`src/rtl/stream_demux.sv`:
```
// Registered 1-to-NUM_CH stream demultiplexer with unicast/broadcast routing,
// a 2-entry FIFO per output channel and a saturating count of dropped beats.
module stream_demux #(
  parameter int DATA_W = 8,
  parameter int NUM_CH = 4,
  parameter int SEL_W  = 2,
  parameter int CNT_W  = 8
) (
  input  logic                     clk,
  input  logic                     rst_n,
  input  logic                     in_valid,
  output logic                     in_ready,
  input  logic [SEL_W-1:0]         in_sel,
  input  logic                     in_bcast,
  input  logic [DATA_W-1:0]        in_data,
  output logic [NUM_CH-1:0]        out_valid,
  input  logic [NUM_CH-1:0]        out_ready,
  output logic [NUM_CH*DATA_W-1:0] out_data,
  output logic [CNT_W-1:0]         drop_cnt
);

  localparam int SEL_N = 2**SEL_W;
  localparam logic [SEL_W:0] NUM_CH_V = (SEL_W+1)'(NUM_CH);

  logic [NUM_CH-1:0] full;
  logic [NUM_CH-1:0] push;
  logic [NUM_CH-1:0] pop;
  logic [SEL_N-1:0]  full_sel;
  logic              sel_ok;
  logic              accept;
  logic [CNT_W-1:0]  drop_cnt_reg;

  assign sel_ok = ({1'b0, in_sel} < NUM_CH_V);

  // Select indices beyond NUM_CH map to "never full" so they always drain.
  genvar gi;
  generate
    for (gi = 0; gi < SEL_N; gi++) begin : g_full_sel
      if (gi < NUM_CH) begin : g_real
        assign full_sel[gi] = full[gi];
      end else begin : g_pad
        assign full_sel[gi] = 1'b0;
      end
    end
  endgenerate

  always_comb begin
    in_ready = 1'b0;
    if (!rst_n)
      in_ready = 1'b0;
    else if (in_bcast)
      in_ready = ~|full;
    else if (sel_ok)
      in_ready = ~full_sel[in_sel];
    else
      in_ready = 1'b1;
  end

  assign accept = in_valid & in_ready;

  always_ff @(posedge clk or negedge rst_n) begin
    if (!rst_n)
      drop_cnt_reg <= '0;
    else if (accept && !in_bcast && !sel_ok && (drop_cnt_reg != {CNT_W{1'b1}}))
      drop_cnt_reg <= drop_cnt_reg + 1'b1;
  end

  assign drop_cnt = drop_cnt_reg;

  generate
    for (gi = 0; gi < NUM_CH; gi++) begin : g_ch
      logic [DATA_W-1:0] mem_reg [2];
      logic              wr_ptr_reg;
      logic              rd_ptr_reg;
      logic [1:0]        count_reg;

      assign full[gi]      = (count_reg == 2'd2);
      assign out_valid[gi] = (count_reg != 2'd0);
      assign out_data[gi*DATA_W +: DATA_W] = mem_reg[rd_ptr_reg];
      assign push[gi] = accept & (in_bcast | (sel_ok & (in_sel == SEL_W'(gi))));
      assign pop[gi]  = out_valid[gi] & out_ready[gi];

      always_ff @(posedge clk or negedge rst_n) begin
        if (!rst_n) begin
          mem_reg[0] <= '0;
          mem_reg[1] <= '0;
          wr_ptr_reg <= 1'b0;
          rd_ptr_reg <= 1'b0;
          count_reg  <= 2'd0;
        end else begin
          if (push[gi]) begin
            mem_reg[wr_ptr_reg] <= in_data;
            wr_ptr_reg          <= ~wr_ptr_reg;
          end
          if (pop[gi])
            rd_ptr_reg <= ~rd_ptr_reg;
          case ({push[gi], pop[gi]})
            2'b10:   count_reg <= count_reg + 2'd1;
            2'b01:   count_reg <= count_reg - 2'd1;
            default: count_reg <= count_reg;
          endcase
        end
      end
    end
  endgenerate

endmodule

```
`config.mk`:
```
export PLATFORM = sky130hd
export DESIGN_NAME = stream_demux
export DESIGN_NICKNAME = d
export VERILOG_FILES = /design/src/rtl/stream_demux.sv
export SDC_FILE = /design/constraint.sdc
export NUM_CORES = 1
export LEC_CHECK = 0
export ABC_AREA = 1
export BUFFER_PORTS_ARGS = -buffer_cell sky130_fd_sc_hd__buf_2
export CAP_MARGIN = 20
export CORE_MARGIN = 1.5
export CORE_UTILIZATION = 44
export DETAILED_ROUTE_END_ITERATION = 7
export PLACE_DENSITY_LB_ADDON = 0.05
export SYNTH_ARGS = -nofsm -noshare
export SYNTH_HDL_FRONTEND = slang
export SYNTH_SLANG_ARGS = --single-unit
export TNS_END_PERCENT = 5
```
`constraint.sdc`:
```
create_clock -name clk -period 3.5 [get_ports clk]
set_input_delay 0.7 -clock clk [delete_from_list [all_inputs] [get_ports clk]]
set_output_delay 0.7 -clock clk [all_outputs]
set_load 0.005 [all_outputs]
```
==> results.md, run 1 <==
* Status: finished clean
* Die area at 9650 µm²
* Initial DRT Pass Iterations at 4
* Commonest non-fill, non-tap cell in the layout: nand2_1
* Final estimated routing congestion in global placement at 0.736
* Num CTS Buffers at 9
* Syn-to-layout area delta at 11.8%
* Setup CP Type: in2out
* Die Span Y at 98.3 µm
* Achievable Freq at 389 MHz
* Cell taking the most area after synthesis: dfrtp_1
* Crit-path slowest cell: nor2_4
* Final hold slack at 0.429 ns
* # IOs at 63
* Gr usage total at 22.6%
* # rows at 34
* HP Class: in2async
* Clk sinks at 80
* Slew Limit Fails at 0
* Worst EP required at 2.80 ns
* DRT antenna net count at 0
* Resize count post-CTS at 0
* Clock Power Share at 17.1%
* Initial antenna violation count at 0
* Gate Count Post-Synth at 502
* Net Sw Frac at 40.8%
* Synth Flop Type: dfrtp_1
* Final Hold Viols at 0
* Worst slew pin tran at 0.626 ns
* Clk buf depth at 2
* Routed vias at 3429
* Total Wirelength at 10100 µm
* Pre-CTS setup slack at 0.744 ns
* Drt drc at 0
* Clock Skew at 0.0119 ns
* Most frequent CP cell: buf_2
* CTS tree: built
* EDFF count, synth at 0
* Critical path capture point type: primary output
* Gr ovfl total at 0
* Vias in the first global route at 3298
* Final setup violation count at 0
* Yosys top cell area share at 50.1%
* Placed Cells at 640
* Max reg flops at 64
* Combinational share of power at 38.6%
* Critical Path AT at 1.87 ns
* Top post-synthesis cells by area: dfrtp_1 50%, nand2_1 24%, nand4_1 11%
* CP max FO at 20
* Non-Filler Instances at 656
* Final cycle utilization of the critical path at 73.4%
* Share of layout cells above drive strength 1 at 15.5%
* Area of the multi-input gates at 1740 µm²
* Final HPWL DP at 6710 µm
* Reg clk slew, reported paths at 0.08 ns
* Pin count of the biggest net entering global routing at 43
* H-tree depth at 3
* Power Dens Cells at 872 nW/µm²
* Cts hold-fix bufs at 0
* Drt wl/cell at 15.4 µm
* Root Buffer: clkbuf_8
* Synth warn at 0
* Worst rel slew slack at 58.2%
* Final nets at 565
* Post-CTS setup repair buffer count at 0
* Flop and latch count out of synthesis at 80
* Flop-to-flop setup slack at 1.29 ns
* P_leak at 2.47 nW
* Reg-to-reg critical path startpoint: g_ch[2].count_reg[1]$_DFFE_PN0P_
* Max cap viols at 0
* Seq. cell area at 2000 µm²
* Type of element launching the critical path: primary input
* CP cell instances: buf_2 > inv_1 > o21ai_1 > buf_4 > nand2_1 > nand3_2 > nor2_4 > buf_2
* Post-Route Setup TNS at 0 ns
* Pint at 0.00230 W
* Mapped cell area at 3990 µm²
* R2R depth at 10
* # fillers at 874
* Setup slack after layout at 0.930 ns
* Peak per-stage delay on the critical path at 0.27 ns
* Drt via density at 5.23
* Global-route wire length before repair at 17200 µm
* Diodes inserted at 0
* Ys async rst share at 100%
* RSZ-0062 raised after global routing: false
* Die width at 98.3 µm
* Final period demand of the worst path at 2.57 ns
* Register area share after synthesis at 50.1%
* R2r endpoint: g_ch[3].count_reg[1]$_DFFE_PN0P_
* VDD IR max at 0.404 mV
* Port bufs at 54
* P_sw at 0.00159 W
* Core Area at 8760 µm²
* Starting Density at 45.6%
* Most frequent cells in the layout: 253 x nand2_1, 80 x dfrtp_1, 69 x nand4_1
* Mean Syn Cell Area at 7.95 µm²
* Distinct cells, synth at 25
* Initial DRC count at 214
* Worst skew pair latency at 0.35 ns
* Seq pwr share at 44.4%
## layer usage
metal | share of wire (%) | global-route usage (%)
met3 | 7.3 | 6.66
met2 | 43 | 32.2
met5 | 0 | 0
met1 | 48 | 34.0
met4 | 0.84 | 4.88
## cell families (layout without fill, tap and decap cells)
family | Yosys count | in the layout | share of synthesized area (%)
adder cells (fa/ha/maj) | 4 | 4 | 1.25
flip-flops | 80 | 80 | 50.1
AO/OA/AOI/OAI | 10 | 10 | 1.25
buffers and inverters | 59 | 98 | 7.18
XOR/XNOR | 12 | 12 | 2.63
other | 1 | 8 | 0.0939
AND/OR/NAND/NOR | 336 | 336 | 37.4
## worst max-delay path, delay by kind of cell
kind / cells / cell delay (ns)
compound gates: 1 / 0.08
buf+inv: 4 / 0.57
simple gates: 3 / 0.50
## metrics by stage
stage	utilization [%]	power (W)	cell area (µm²)
final	51.0	0.00389	4470
after global routing	51.0	0.00426	4470
after CTS	51.0	0.00393	4470
after detailed placement	48.8	0.00325	4280
after global placement	48.8	0.00321	4280
after floorplan	-	0.00268	4020
## worst max path at each step
stage               startpoint                          endpoint  slack [ns]  depth (start not counted)
floorplan             in_bcast  g_ch[2].count_reg[1]$_DFFE_PN0P_        1.24                         11
global placement      in_bcast  g_ch[1].count_reg[1]$_DFFE_PN0P_        0.89                         12
detailed placement    in_bcast  g_ch[3].count_reg[1]$_DFFE_PN0P_        0.74                         12
CTS                   in_bcast                          in_ready        0.92                          8
global route          in_bcast                          in_ready        0.83                          8
finish                in_bcast                          in_ready        0.93                          8
## synth_stat cells (all sizes together) (4+ instances only)
master and n:
nand4 73, clkinv 8, nand2 253, inv 13, o21ai 6, dfrtp 80
xnor2 4, a21oi 4, buf 15, ha 4, clkbuf 23, xor2 8
nor2 5
## power by group through the flow
| stage | Clock, W | Sequential, W | Combinational [W] |
|---|---|---|---|
| final | 0.000664 | 0.00173 | 0.00150 |
| after global routing | 0.000727 | 0.00179 | 0.00174 |
| after CTS | 0.000685 | 0.00172 | 0.00152 |
| after detailed placement | 0 | 0.00173 | 0.00151 |
| after global placement | 0 | 0.00173 | 0.00148 |
| after floorplan | 0 | 0.00155 | 0.00113 |
## cell type report
cell class,instances,share of cell area [%]
Timing Repair Buffer,61,7.28
Tap cell,108,3.03
Clock inverter,5,1.26
Multi-Input combinational cell,370,38.9
Clock buffer,11,2.94
Sequential cell,80,44.8
Inverter,21,1.77
Power figures use the tool's default switching activity.
==> inputs of run 2 (changes only) <==
==> constraint.sdc (replaced) <==
create_clock -name clk -period 2.3 [get_ports clk]
set_input_delay 0.46 -clock clk [delete_from_list [all_inputs] [get_ports clk]]
set_output_delay 0.46 -clock clk [all_outputs]
set_load 0.005 [all_outputs]
==> results.md, run 2 (synthesis gave the netlist of run 1 again) <==
* Status: finished clean
* Post-Route Setup TNS at 0 ns (unchanged)
* Flop-to-flop setup slack at 0.28 ns (-1.01 ns)
* Syn-to-layout area delta at 14.2%
* Non-Filler Instances at 662 (+0.91%)
* Final nets at 572 (+1.2%)
* Max reg flops at 64 (unchanged)
* Clock Power Share at 18.9% (+1.8 points)
* Initial antenna violation count at 0 (unchanged)
* RSZ-0062 raised after global routing: false
* Final period demand of the worst path at 2.20 ns
* Drt drc at 0 (unchanged)
* Die width at 98.3 µm (unchanged)
* HP Class: in2async
* H-tree depth at 3 (unchanged)
* Routed vias at 3445 (+0.47%)
* Starting Density at 45.6% (unchanged)
* Critical path capture point type: primary output
* Initial DRC count at 164 (-23%)
* Power Dens Cells at 1340 nW/µm² (+54%)
* Clock Skew at 0.0128 ns (+0.000872 ns)
* Type of element launching the critical path: register
* P_sw at 0.00247 W (+56%)
* Root Buffer: clkbuf_8
* Clk buf depth at 2 (unchanged)
* Final Hold Viols at 0 (unchanged)
* Clk sinks at 80 (unchanged)
* VDD IR max at 0.472 mV (+17%)
* Pint at 0.00366 W (+59%)
* Worst path top cell family by delay: simple AND/OR/NAND/NOR gates
* Num CTS Buffers at 9 (unchanged)
* Port bufs at 54 (unchanged)
* Most frequent cells in the layout: 253 x nand2_1, 80 x dfrtp_1, 69 x nand4_1
* Vias in the first global route at 3151 (-4.5%)
* CP max FO at 9 (-55%)
* Seq pwr share at 42.4% (-2.0 points)
* Diodes inserted at 0 (unchanged)
* Final cycle utilization of the critical path at 95.6%
* Critical Path AT at 1.74 ns (-0.13 ns)
* CTS tree: built
* Crit-path slowest cell: dfrtp_1
* Cts hold-fix bufs at 0 (unchanged)
* Achievable Freq at 455 MHz
* Setup CP Type: reg2out
* Pin count of the biggest net entering global routing at 48 (+12%)
* Placed Cells at 647 (+1.1%)
* R2r endpoint: g_ch[0].count_reg[1]$_DFFE_PN0P_
* Worst slew pin tran at 0.590 ns (-0.0357 ns)
* # IOs at 63 (unchanged)
* Net Sw Frac at 40.3% (-0.48 points)
* Peak per-stage delay on the critical path at 0.39 ns (+0.12 ns)
* Worst rel slew slack at 60.7% (+2.5 points)
* WP buf/inv at 3 (-1)
* Max cap viols at 0 (unchanged)
* Combinational share of power at 38.6% (about the same)
* R2R depth at 11 (+1)
* Reg-to-reg critical path startpoint: g_ch[2].count_reg[1]$_DFFE_PN0P_
* Gr ovfl total at 0 (unchanged)
* Core Area at 8760 µm² (unchanged)
* Resize count post-CTS at 0 (unchanged)
* Worst EP required at 1.84 ns (-0.96 ns)
* Total Wirelength at 10200 µm (+1.3%)
* Worst skew pair latency at 0.36 ns (about the same)
* Post-CTS setup repair buffer count at 0 (unchanged)
* Slew Limit Fails at 0 (unchanged)
* Gr usage total at 22.4% (-0.17 points)
* CP cell instances: inv_1 > nor2_1 > nand2_1 > nand3_1 > buf_4 > nor2_4 > buf_2
* Commonest non-fill, non-tap cell in the layout: nand2_1
* Share of layout cells above drive strength 1 at 16.8% (+1.3 points)
* Final HPWL DP at 6730 µm (+0.32%)
* # rows at 34 (unchanged)
* Global-route wire length before repair at 16800 µm (-2.3%)
* Initial DRT Pass Iterations at 4 (unchanged)
* Final setup violation count at 0 (unchanged)
* P_leak at 2.51 nW (+1.9%)
* Die area at 9650 µm² (unchanged)
* DRT antenna net count at 0 (unchanged)
* Die Span Y at 98.3 µm (unchanged)
* Final estimated routing congestion in global placement at 0.771 (+4.8%)
* Drt wl/cell at 15.5 µm (+0.38%)
* Reg clk slew, reported paths at 0.09 ns (about the same)
* Drt via density at 5.20 (-0.44%)
## run 2: layer usage
metal  track usage (%)  vias to the layer above  part of all wire (%)
li1                  -                     1722                     -
met1              36.1                     1590                    50
met2              30.2                      121                    42
met3              4.44                       12                   6.9
met4              6.18                        0                   1.3
met5                 0                        -                     0
## run 2: worst max path at each step
stage | from | cells past startpoint | to | slack [ns]
floorplan | in_bcast | 11 | g_ch[2].count_reg[1]$_DFFE_PN0P_ | 0.28
global placement | in_bcast | 12 | g_ch[1].count_reg[1]$_DFFE_PN0P_ | 0.16
detailed placement | in_bcast | 12 | g_ch[1].count_reg[1]$_DFFE_PN0P_ | 0.09
CTS | g_ch[2].count_reg[1]$_DFFE_PN0P_ | 7 | in_ready | 0.08
global route | g_ch[2].count_reg[1]$_DFFE_PN0P_ | 7 | in_ready | 0.007
finish | g_ch[2].count_reg[1]$_DFFE_PN0P_ | 7 | in_ready | 0.10
## run 2: stage by stage
stage | worst slack, ns | instance area [µm²] | hold slack (ns) | utilization, % | total power [W]
2_1_floorplan | 0.276 | 4020 | 0.164 | - | 0.00408
3_3_place_gp | 0.165 | 4340 | 0.463 | 49.6 | 0.00496
3_5_place_dp | 0.0894 | 4340 | 0.466 | 49.6 | 0.00500
4_1_cts | 0.0773 | 4560 | 0.189 | 52.0 | 0.00618
5_1_grt | 0.00709 | 4560 | 0.198 | 52.0 | 0.00667
6_report | 0.101 | 4560 | 0.187 | 52.0 | 0.00613
## run 2: layout make-up
type	count	area (µm²)
inverter	21	78.8
clock inverter	6	92.6
tap	108	135
fill	873	4200
clock buffer	9	124
multi-input combinational	370	1740
timing repair buffer	68	390
sequential	80	2000
## run 2: worst register-to-register path, stage by stage (launching register included)
cell and delay, ns:
dfrtp_1 0.39, inv_1 0.10, nor2_1 0.05, nand2_1 0.06, nand3_1 0.13, nor3_4 0.24, buf_4 0.15, nand2_1 0.07
ha_1 0.32, a21oi_1 0.11, o21ai_0 0.11, xor2_1 0.15
## run 2: power groups by stage
stage	Clock (W)	Combinational [W]	Sequential, W
2_1_floorplan	0	0.00172	0.00236
3_3_place_gp	0	0.00234	0.00261
3_5_place_dp	0	0.00239	0.00261
4_1_cts	0.00119	0.00240	0.00260
5_1_grt	0.00124	0.00273	0.00270
6_report	0.00116	0.00237	0.00260
==> inputs of run 3 (changes only) <==
--- a/config.mk
+++ b/config.mk
@@ -11,6 +11,7 @@
 export CORE_MARGIN = 1.5
 export CORE_UTILIZATION = 44
 export DETAILED_ROUTE_END_ITERATION = 7
+export GPL_TIMING_DRIVEN = 0
 export PLACE_DENSITY_LB_ADDON = 0.05
 export SYNTH_ARGS = -nofsm -noshare
 export SYNTH_HDL_FRONTEND = slang
==> constraint.sdc (replaced) <==
create_clock -name clk -period 2.29 [get_ports clk]
set_input_delay 0.458 -clock clk [delete_from_list [all_inputs] [get_ports clk]]
set_output_delay 0.458 -clock clk [all_outputs]
set_load 0.005 [all_outputs]
==> results.md, run 3 (synthesis gave the netlist of run 1 again) <==
* Combinational share of power at 43.7% (+5.1 points)
* Final Cell Area at 4700 µm² (+3.1%)
* Peak per-stage delay on the critical path at 0.38 ns (about the same)
* Power Dens Cells at 1300 nW/µm² (-3.6%)
* Reg clk slew, reported paths at 0.09 ns (about the same)
* Setup CP Type: reg2out
* Final hold slack at -0.00527 ns (-0.192 ns)
* H-tree depth at 3 (unchanged)
* Core Area at 8760 µm² (unchanged)
* Initial DRC count at 217 (+32%)
* Die Span Y at 98.3 µm (unchanged)
* Die width at 98.3 µm (unchanged)
* Drt drc at 0 (unchanged)
* CP max FO at 9 (unchanged)
* Final estimated routing congestion in global placement at 0.781 (+1.3%)
* CTS tree: built
* Initial antenna violation count at 0 (unchanged)
* Net Sw Frac at 41.6% (+1.2 points)
* Initial DRT Pass Iterations at 4 (unchanged)
* Pin count of the biggest net entering global routing at 43 (-10%)
* Failing checks: hold timing
* HP Class: in2async
* Routed vias at 3532 (+2.5%)
* Total chip power at 0.00609 W (-0.63%)
* Clk buf depth at 2 (unchanged)
* Num CTS Buffers at 9 (unchanged)
* Achievable Freq at 472 MHz
* Clock Skew at 0.0128 ns (+0.0000706 ns)
* Cts hold-fix bufs at 0 (unchanged)
* Clock Power Share at 15.8% (-3.1 points)
* Worst rel slew slack at 50.7% (-10 points)
* WP buf/inv at 2 (-1)
* Worst EP required at 1.83 ns (about the same)
* Gr usage total at 22.4% (-0.024 points)
* Total Wirelength at 10200 µm (-0.32%)
* Status: finished, violations left
* Drt wl/cell at 14.9 µm (-3.7%)
* Starting Density at 45.6% (unchanged)
* Die area at 9650 µm² (unchanged)
* Pint at 0.00356 W (-2.7%)
* Final setup violation count at 0 (unchanged)
* DRT antenna net count at 0 (unchanged)
* Final period demand of the worst path at 2.12 ns
* Global-route wire length before repair at 16900 µm (+0.70%)
* Final cycle utilization of the critical path at 92.5%
* Worst slew pin tran at 0.734 ns (+0.144 ns)
* Diodes inserted at 0 (unchanged)
* Critical Path AT at 1.66 ns (-0.08 ns)
* Clk sinks at 80 (unchanged)
* Critical path capture point type: primary output
* Root Buffer: clkbuf_8
* Max cap viols at 0 (unchanged)
* Final HPWL DP at 6750 µm (+0.33%)
* Worst path top cell family by delay: simple AND/OR/NAND/NOR gates
* Crit-path slowest cell: dfrtp_1
* Final nets at 594 (+3.8%)
* Worst skew pair latency at 0.36 ns (about the same)
* Share of layout cells above drive strength 1 at 19.4% (+2.6 points)
* Placed Area at 4410 µm² (+1.5%)
* Max reg flops at 64 (unchanged)
* # rows at 34 (unchanged)
* RSZ-0062 raised after global routing: false
* Syn-to-layout area delta at 17.7%
* CP cell instances: inv_1 > nor2_1 > nand2_1 > nand3_1 > nor2_4 > buf_2
* Drt via density at 5.16 (-0.92%)
* Gr ovfl total at 0 (unchanged)
* # IOs at 63 (unchanged)
* Seq pwr share at 40.5% (-1.9 points)
* P_sw at 0.00253 W (+2.4%)
* Slew Limit Fails at 0 (unchanged)
* Vias in the first global route at 3387 (+7.5%)
* P_leak at 2.58 nW (+2.8%)
* Post-Route Setup TNS at 0 ns (unchanged)
* Final Hold Viols at 5 (+5)
* Most frequent cells in the layout: 252 x nand2_1, 80 x dfrtp_1, 69 x nand4_1
* Port bufs at 45 (-17%)
* Type of element launching the critical path: register
* Commonest non-fill, non-tap cell in the layout: nand2_1
* VDD IR max at 0.611 mV (+29%)
-- run 3: cell count changes in the layout (fill, tap and decap cells not counted), moves of 2 or more --
| cell | change |
|---|---|
| clkinvlp_4 | +3 |
| ha_4 | +2 |
| clkbuf_1 | +11 |
| clkinv_2 | +2 |
| clkbuf_2 | +11 |
| ha_1 | -2 |
| clkinv_4 | +2 |
| buf_2 | -5 |
| bufinv_16 | -2 |
| clkinv_1 | -4 |
| buf_6 | +4 |
-- run 3: per-stage QoR --
step           utilization [%]  std cells  worst slack (ns)
6_report                  53.6        685             0.172
2_1_floorplan                -        509             0.268
3_3_place_gp              50.0        662             -1.68
3_5_place_dp              50.3        663            -0.522
5_1_grt                   53.6        685            0.0174
4_1_cts                   52.5        679           0.00841
-- run 3: final cells by class --
| type | instances | area [µm²] |
|---|---|---|
| plain buffers | 37 | 210 |
| clock buffers | 9 | 124 |
| clock inverters | 7 | 55.1 |
| fillers | 872 | 4060 |
| inverters | 21 | 91.3 |
| multi-input cells | 370 | 1770 |
| flip-flops and latches | 80 | 2000 |
| well taps | 108 | 135 |
| repair buffers | 53 | 312 |
-- run 3: worst paths after layout --
kind                                                   from                                to  slack (ns)  cells after the start
setup / recovery           g_ch[2].count_reg[1]$_DFFE_PN0P_                          in_ready        0.17                      6
hold / removal                                        rst_n    g_ch[1].mem_reg[2]$_DFFE_PN0P_      -0.005                      1
setup reg to reg           g_ch[2].count_reg[1]$_DFFE_PN0P_  g_ch[2].count_reg[1]$_DFFE_PN0P_        0.20                     11
hold reg to reg              g_ch[3].mem_reg[5]$_DFFE_PN0P_    g_ch[3].mem_reg[5]$_DFFE_PN0P_        0.48                      2
max in group asynchronous                             rst_n   g_ch[3].mem_reg[10]$_DFFE_PN0P_        1.76                      2
min in group clk                               out_ready[1]    g_ch[1].rd_ptr_reg$_DFFE_PN0P_        0.38                      3
-- run 3: what timing repair did --
item / 4_1_cts / 5_1_grt
buffers inserted: 0 / 7
resized for setup: 3 / 12
pin swaps: 0 / 1
endpoints found under the setup margin: 5 / 28
-- run 3: routing by layer --
layer  part of all wire, %  up-vias  GRT usage (%)
li1                      -     1767              -
met4                   2.2        0           9.64
met3                   6.8       17           3.79
met1                    48     1621           33.1
met5                     0        -              0
met2                    43      127           32.3
-- run 3: power groups by stage --
stage | clock network (W) | logic [W] | registers [W]
2_1_floorplan | 0 | 0.00172 | 0.00237
3_3_place_gp | 0 | 0.00250 | 0.00244
3_5_place_dp | 0 | 0.00256 | 0.00246
4_1_cts | 0.000997 | 0.00259 | 0.00244
5_1_grt | 0.00106 | 0.00304 | 0.00255
6_report | 0.000964 | 0.00266 | 0.00247
